==> config.mk <==
export PLATFORM = sky130hd
export DESIGN_NAME = sd_req_arbiter
export DESIGN_NICKNAME = d
export VERILOG_FILES = /design/src/rtl/sd_req_arbiter.sv
export SDC_FILE = /design/constraint.sdc
export NUM_CORES = 1
export LEC_CHECK = 0
export ABC_AREA = 1
export CAP_MARGIN = 25
export CORE_ASPECT_RATIO = 0.7
export CORE_MARGIN = 3
export CORE_UTILIZATION = 33
export CTS_CLUSTER_DIAMETER = 120
export DETAILED_ROUTE_END_ITERATION = 12
export GPL_TIMING_DRIVEN = 1
export MAX_ROUTING_LAYER = met4
export PLACE_DENSITY_LB_ADDON = 0.25
export SLEW_MARGIN = 20
export SYNTH_ARGS = -nofsm -noshare
export SYNTH_HDL_FRONTEND = slang
export SYNTH_SLANG_ARGS = --single-unit
==> constraint.sdc <==
create_clock -name clk -period 2 [get_ports clk]
set_input_delay 0.4 -clock clk [delete_from_list [all_inputs] [get_ports clk]]
set_output_delay 0.4 -clock clk [all_outputs]
set_load 0.01 [all_outputs]
==> src/rtl/sd_req_arbiter.sv <==
`default_nettype none
// ============================================================================
// Module   : sd_req_arbiter
// Purpose  : Round-robin sharing of the SD wrapper sector port among up to four
//            core requesters. Define SD_ARB_TIMEOUT_EN for the ISSUE watchdog.
// Revision : 1.0 - initial release
// ============================================================================
module sd_req_arbiter #(
    parameter int          NUM_REQ        = 4,
    parameter logic [23:0] TIMEOUT_CYCLES = 24'd12000000
) (
    input  logic                  clk,
    input  logic                  rstn,
    input  logic [NUM_REQ-1:0]    req_rd,
    input  logic [NUM_REQ-1:0]    req_wr,
    input  logic [32*NUM_REQ-1:0] req_sector,
    input  logic [8*NUM_REQ-1:0]  req_inbyte,
    output logic [NUM_REQ-1:0]    req_busy,
    output logic [NUM_REQ-1:0]    req_done,
    output logic [NUM_REQ-1:0]    req_err,
    output logic [NUM_REQ-1:0]    req_outen,
    output logic [8:0]            req_outaddr,
    output logic [7:0]            req_outbyte,
    output logic [3:0]            sd_rstart,
    output logic [3:0]            sd_wstart,
    output logic [31:0]           sd_rsector,
    input  logic                  sd_rbusy,
    input  logic                  sd_rdone,
    input  logic                  sd_outen,
    input  logic [8:0]            sd_outaddr,
    input  logic [7:0]            sd_outbyte,
    output logic [7:0]            sd_inbyte
);

    typedef enum logic [1:0] {
        ST_IDLE  = 2'd0,
        ST_ISSUE = 2'd1,
        ST_DONE  = 2'd2
    } state_t;

    localparam logic [1:0] c_last_init = 2'(NUM_REQ - 1);

    state_t      r_state;
    state_t      w_state_nxt;
    logic [1:0]  r_gnt;
    logic [1:0]  w_gnt_nxt;
    logic        r_rd;
    logic        w_rd_nxt;
    logic [1:0]  r_last;
    logic [1:0]  w_last_nxt;
    logic [31:0] r_sector;
    logic [31:0] w_sector_nxt;
    logic [3:0]  r_busy;
    logic [3:0]  w_busy_nxt;
    logic [3:0]  r_done;
    logic [3:0]  w_done_nxt;
    logic [3:0]  r_rstart;
    logic [3:0]  w_rstart_nxt;
    logic [3:0]  r_wstart;
    logic [3:0]  w_wstart_nxt;
    logic [3:0]  r_prev;
    logic [3:0]  r_pending;
    logic [3:0]  w_pending_nxt;
    logic [3:0]  w_lvl;
    logic [3:0]  w_rd_req;
    logic [3:0]  w_rise;
    logic [3:0]  w_clr;
    logic [31:0] w_sector [4];
    logic [7:0]  w_inbyte [4];
    logic        w_found;
    logic [1:0]  w_pick;
    logic [3:0]  w_pick_oh;
    logic [3:0]  w_gnt_oh;
    logic        w_release;
    logic [3:0]  w_outen4;

    // Requester slots are padded to four so all internal vectors keep one width.
    generate
        for (genvar gi = 0; gi < 4; gi++) begin : g_slot
            if (gi < NUM_REQ) begin : g_used
                assign w_sector[gi] = req_sector[gi*32 +: 32];
                assign w_inbyte[gi] = req_inbyte[gi*8 +: 8];
                assign w_rd_req[gi] = req_rd[gi];
                assign w_lvl[gi]    = req_rd[gi] | req_wr[gi];
            end else begin : g_unused
                assign w_sector[gi] = 32'h0;
                assign w_inbyte[gi] = 8'h0;
                assign w_rd_req[gi] = 1'b0;
                assign w_lvl[gi]    = 1'b0;
            end
        end
    endgenerate

    assign w_rise    = w_lvl & ~r_prev;
    assign w_pick_oh = 4'b0001 << w_pick;
    assign w_gnt_oh  = 4'b0001 << r_gnt;

    function automatic logic [1:0] wrap_idx(input logic [1:0] base, input int step);
        int s;
        s = int'(base) + step;
        if (s >= NUM_REQ) s = s - NUM_REQ;
        return s[1:0];
    endfunction

    // First pending slot after the last one served, wrapping around.
    always_comb begin : p_arb
        w_found = 1'b0;
        w_pick  = 2'd0;
        for (int k = 1; k <= NUM_REQ; k++) begin
            if (!w_found && r_pending[wrap_idx(r_last, k)]) begin
                w_found = 1'b1;
                w_pick  = wrap_idx(r_last, k);
            end
        end
    end

`ifdef SD_ARB_TIMEOUT_EN
    logic [23:0] r_tmo_cnt;
    logic [3:0]  r_err;
    logic [3:0]  w_err_nxt;
    logic        w_tmo_hit;

    always_ff @(posedge clk or negedge rstn) begin : p_tmo
        if (!rstn) begin
            r_tmo_cnt <= 24'd0;
        end else if (r_state != ST_ISSUE) begin
            r_tmo_cnt <= 24'd0;
        end else begin
            r_tmo_cnt <= r_tmo_cnt + 24'd1;
        end
    end

    assign w_tmo_hit = (r_state == ST_ISSUE) && (r_tmo_cnt == TIMEOUT_CYCLES - 24'd1);
    assign req_err   = r_err[NUM_REQ-1:0];
`else
    logic w_unused_tmo;
    assign w_unused_tmo = ^TIMEOUT_CYCLES;
    assign req_err      = '0;
`endif

    always_comb begin : p_next
        w_state_nxt  = r_state;
        w_gnt_nxt    = r_gnt;
        w_rd_nxt     = r_rd;
        w_last_nxt   = r_last;
        w_sector_nxt = r_sector;
        w_busy_nxt   = r_busy;
        w_rstart_nxt = r_rstart;
        w_wstart_nxt = r_wstart;
        w_done_nxt   = 4'b0;
        w_clr        = 4'b0;
        w_release    = sd_rdone;
`ifdef SD_ARB_TIMEOUT_EN
        w_err_nxt    = 4'b0;
        w_release    = sd_rdone | w_tmo_hit;
`endif
        case (r_state)
            ST_IDLE: begin
                if (w_found && !sd_rbusy) begin
                    w_gnt_nxt    = w_pick;
                    w_rd_nxt     = w_rd_req[w_pick];
                    w_sector_nxt = w_sector[w_pick];
                    w_busy_nxt   = w_pick_oh;
                    if (w_rd_req[w_pick]) begin
                        w_rstart_nxt = w_pick_oh;
                    end else begin
                        w_wstart_nxt = w_pick_oh;
                    end
                    w_state_nxt  = ST_ISSUE;
                end
            end
            ST_ISSUE: begin
                if (w_release) begin
                    w_clr        = w_gnt_oh;
                    w_last_nxt   = r_gnt;
                    w_busy_nxt   = 4'b0;
                    w_rstart_nxt = 4'b0;
                    w_wstart_nxt = 4'b0;
                    w_state_nxt  = ST_DONE;
                    // A done arriving on the timeout cycle wins over the error.
                    if (sd_rdone) begin
                        w_done_nxt = w_gnt_oh;
                    end
`ifdef SD_ARB_TIMEOUT_EN
                    else begin
                        w_err_nxt = w_gnt_oh;
                    end
`endif
                end
            end
            ST_DONE: begin
                w_state_nxt = ST_IDLE;
            end
            default: begin
                w_state_nxt = ST_IDLE;
            end
        endcase
        // A fresh edge on the slot being released must not be lost.
        w_pending_nxt = (r_pending & ~w_clr) | w_rise;
    end

    always_ff @(posedge clk or negedge rstn) begin : p_regs
        if (!rstn) begin
            r_state   <= ST_IDLE;
            r_gnt     <= 2'd0;
            r_rd      <= 1'b0;
            r_last    <= c_last_init;
            r_sector  <= 32'h0;
            r_busy    <= 4'b0;
            r_done    <= 4'b0;
            r_rstart  <= 4'b0;
            r_wstart  <= 4'b0;
            r_prev    <= 4'b0;
            r_pending <= 4'b0;
`ifdef SD_ARB_TIMEOUT_EN
            r_err     <= 4'b0;
`endif
        end else begin
            r_state   <= w_state_nxt;
            r_gnt     <= w_gnt_nxt;
            r_rd      <= w_rd_nxt;
            r_last    <= w_last_nxt;
            r_sector  <= w_sector_nxt;
            r_busy    <= w_busy_nxt;
            r_done    <= w_done_nxt;
            r_rstart  <= w_rstart_nxt;
            r_wstart  <= w_wstart_nxt;
            r_prev    <= w_lvl;
            r_pending <= w_pending_nxt;
`ifdef SD_ARB_TIMEOUT_EN
            r_err     <= w_err_nxt;
`endif
        end
    end

    assign w_outen4    = (sd_outen && r_rd && (r_state == ST_ISSUE)) ? w_gnt_oh : 4'b0;

    assign req_busy    = r_busy[NUM_REQ-1:0];
    assign req_done    = r_done[NUM_REQ-1:0];
    assign req_outen   = w_outen4[NUM_REQ-1:0];
    assign req_outaddr = sd_outaddr;
    assign req_outbyte = sd_outbyte;
    assign sd_rstart   = r_rstart;
    assign sd_wstart   = r_wstart;
    assign sd_rsector  = r_sector;
    assign sd_inbyte   = (r_state == ST_IDLE) ? 8'h00 : w_inbyte[r_gnt];

endmodule
`default_nettype wire

==> run metrics, run 1 <==
status=finished with violations; failing checks=negative setup slack; Synth Instances=629; All-Layer GR Usage=0.236; crit path time final=2.22 ns; CTS sink cnt=63; leakage power=3.63 nW; Cell Pwr Density=2160 mW/mm²; PortBufs=232; clk slew on worst S/H paths=0.05 ns; P_int=8.34 mW; area leader, netlist=dfrtp_1; Worst Reg-to-Reg Cells=16; Die ar.=0.0139 mm²; Nets=1075; vias in the first global route=5149; die width=140 µm; Logic pwr share=0.778; Antenna Cells=0; via count=5064; Cell Rows=33; max cap viols=0; Core Region=0.0120 mm²; Wirelength per Cell=15.5 µm; CTS tree=done; Setup crit start kind=register; Syn Std Cell Area=0.00414 mm²; initial antenna violation count=0; total wire length=16200 µm; post-synth top area share=0.369; DRT iter0 DRCs=304; CTS H-tree lvls=3; global-route wire length before repair=25800 µm; # IOs=271; largest net degree at the start of global routing=64; Synth cell types=28; placed cells=1005; Net Sw Frac=0.483; Worst-Skew Late Latency=0.33 ns; Req. time, crit path=2.26 ns; maximum vdd drop=0.00118 V; Final Max Tran Viols=0; synth top area cells=dfrtp_1 (37%), nand2_1 (32%), nand3_1 (8.3%); total CTS buffers=9; Storage cell area=0.00158 mm²; worst r2r src=r_last[0]; Post-synth top cells=nand2_1 (353), nand3_1 (69), dfrtp_1 (61), buf_4 (24), nor2_1 (18); Worst Clk Skew=0.00380 ns; Final HPWL DP=12000 µm; RSZ-0062 raised after global routing=true; utilization after layout=0.624; DR pass1 iterations=7; die height=99.7 µm; ANT nets after route=0; post-synthesis sequential area ratio=0.382; Post-synth EDFFs=0; reg2reg end=sd_rsector[7]; initial core utilization=0.346; most frequent cell after synthesis=nand2_1; Placer Congestion=1.00; area grow syn2layout=80.6%; average cell area after synthesis=6.58 µm²; reg2reg setup slack=-0.22 ns; # setup viols final=47; Reg power frac=0.135; Multi-input gate area=0.00237 mm²; CTS Buffer Depth=2; final count of hold timing violations=0; clock root cell=clkbuf_16; DRC errors left=0; Final Cycle Share=1.11; ratio of cells with drive above 1 in the final layout=0.180; WS Path Type=reg -> reg; f_max=450 MHz; WP data arrival=2.48 ns; Hold Crit Class=in -> async; Vias per Instance=4.85; crit end category=register; worst-path maximum fanout=8; CTS Hold Bufs=0; flops & latches, synth=63; Post-Layout Cell Count=1045; post-route setup TNS=-8.10 ns; most common flop cell mapped by yosys=dfrtp_1; sw power=7.78 mW; grt total ovfl=0; Clk pwr share=0.087; YS warnings=0; Final WS setup=-0.223 ns; fraction of registers with async set/reset=1.00; FILL cells=1005
-- layout by cell type, fill, tap and decap left out, types with 2 or more instances in the layout --
master / n
o21ai_0: 10
a22oi_2: 2
clkbuf_16: 9
buf_4: 32
buf_16: 2
nor3_4: 3
nor2_1: 14
dfrtp_1: 60
inv_4: 3
inv_1: 13
dlygate4sd2_1: 3
nor2_8: 2
o22ai_1: 2
clkinv_2: 3
nand3_2: 7
inv_6: 3
nand2_1: 323
inv_2: 3
nor2_4: 4
a22oi_1: 6
nor2_2: 3
buf_2: 2
nand3_1: 62
clkbuf_2: 9
nand2_2: 31
a31oi_1: 9
conb_1: 4
nand2_4: 11
dfstp_2: 2
clkdlybuf4s50_1: 219
nor3_1: 3
buf_12: 12
buf_6: 9
-- worst max path at each step --
stage	depth (start not counted)	end	startpoint
final	16	sd_rsector[7]	r_last[0]
after global placement	16	sd_rsector[5]	r_last[0]
after detailed placement	14	sd_rsector[19]	r_last[0]
after floorplan	16	sd_rsector[15]	r_last[0]
after CTS	17	sd_rsector[25]	r_last[0]
after global routing	16	sd_rsector[23]	r_last[0]
-- power groups by stage --
| stage | registers, mW | clock network, mW | logic, mW |
|---|---|---|---|
| 2_1_floorplan | 2.27 | 0 | 6.26 |
| 3_3_place_gp | 2.13 | 0 | 9.65 |
| 3_5_place_dp | 2.16 | 0 | 9.91 |
| 4_1_cts | 2.16 | 1.44 | 12.4 |
| 5_1_grt | 2.23 | 1.49 | 13.7 |
| 6_report | 2.18 | 1.41 | 12.5 |
-- critical path, stage by stage (launching register included) --
cell and delay (ns):
dfstp_2 0.61, inv_4 0.08, nand2_2 0.07, nand2_2 0.08, nand2_2 0.10, nand2_4 0.07, nor2_4 0.13, nand2_1 0.07
nor3_2 0.17, nor2_4 0.10, inv_6 0.15, nand2_4 0.12, inv_6 0.12, nand2_1 0.08, nand3_2 0.08, nand2_1 0.05
nand2_1 0.07
-- repair_timing --
action / 4_1_cts / 5_1_grt
pin swaps: 31 / 3
resized for setup: 89 / 26
setup buffers: 21 / 1
cloned: 4 / 1
setup endpoints to repair: 60 / 60
-- cells by family (layout without fill, tap and decap cells) --
group / after synthesis / after routing / synth area share
other: 1 / 4 / 0.000906
AOI/OAI and AO/OA: 30 / 30 / 0.0444
buffers and inverters: 70 / 326 / 0.101
DFF: 63 / 63 / 0.382
and+or+nand+nor: 465 / 465 / 0.472
-- routing by layer --
layer,vias to the layer above,share of wire,global-route usage
met5,-,0,-
met4,0,0.011,0.0499
met3,21,0.066,0.0490
met2,199,0.47,0.375
met1,2371,0.45,0.315
li1,2473,-,-
-- stage by stage --
stage / area [µm²] / setup slack, ns / total power [mW] / hold slack, ns
2_1_floorplan: 4160 / -0.00954 / 8.53 / 0.104
3_3_place_gp: 6670 / -0.157 / 11.8 / 0.418
3_5_place_dp: 6670 / -0.292 / 12.1 / 0.425
4_1_cts: 7480 / -0.190 / 16.0 / 0.0990
5_1_grt: 7470 / -0.404 / 17.5 / 0.111
6_report: 7470 / -0.223 / 16.1 / 0.0657
-- sequential cells by signal, indices dropped and copies added, names as in the netlist --
signal	flops
r_gnt	2
r_last	2
r_pending	4
r_prev	4
r_rd	1
r_state	2
req_busy	4
req_done	4
sd_rsector	32
sd_rstart	4
sd_wstart	4
-- layout make-up --
class / count / area share
clock inverters: 4 / 0.00318
repair buffers: 290 / 0.396
repair inverters: 1 / 0.00117
well taps: 157 / 0.0263
inverters: 21 / 0.0129
flip-flops and latches: 63 / 0.211
clock buffers: 10 / 0.0320
multi-input cells: 499 / 0.317
No activity file was read; power rests on OpenSTA's default activity.
==> inputs of run 2 (changes only) <==
Settings changed: CAP_MARGIN 25 to 30.
==> results of run 2 <==
The final DEF is identical to that of run 1; final timing and power are the same.
==> inputs of run 3 (changes only) <==
Settings changed: CAP_MARGIN 30 to 20.
==> results of run 3 <==
The final DEF is identical to that of run 1; final timing and power are the same.
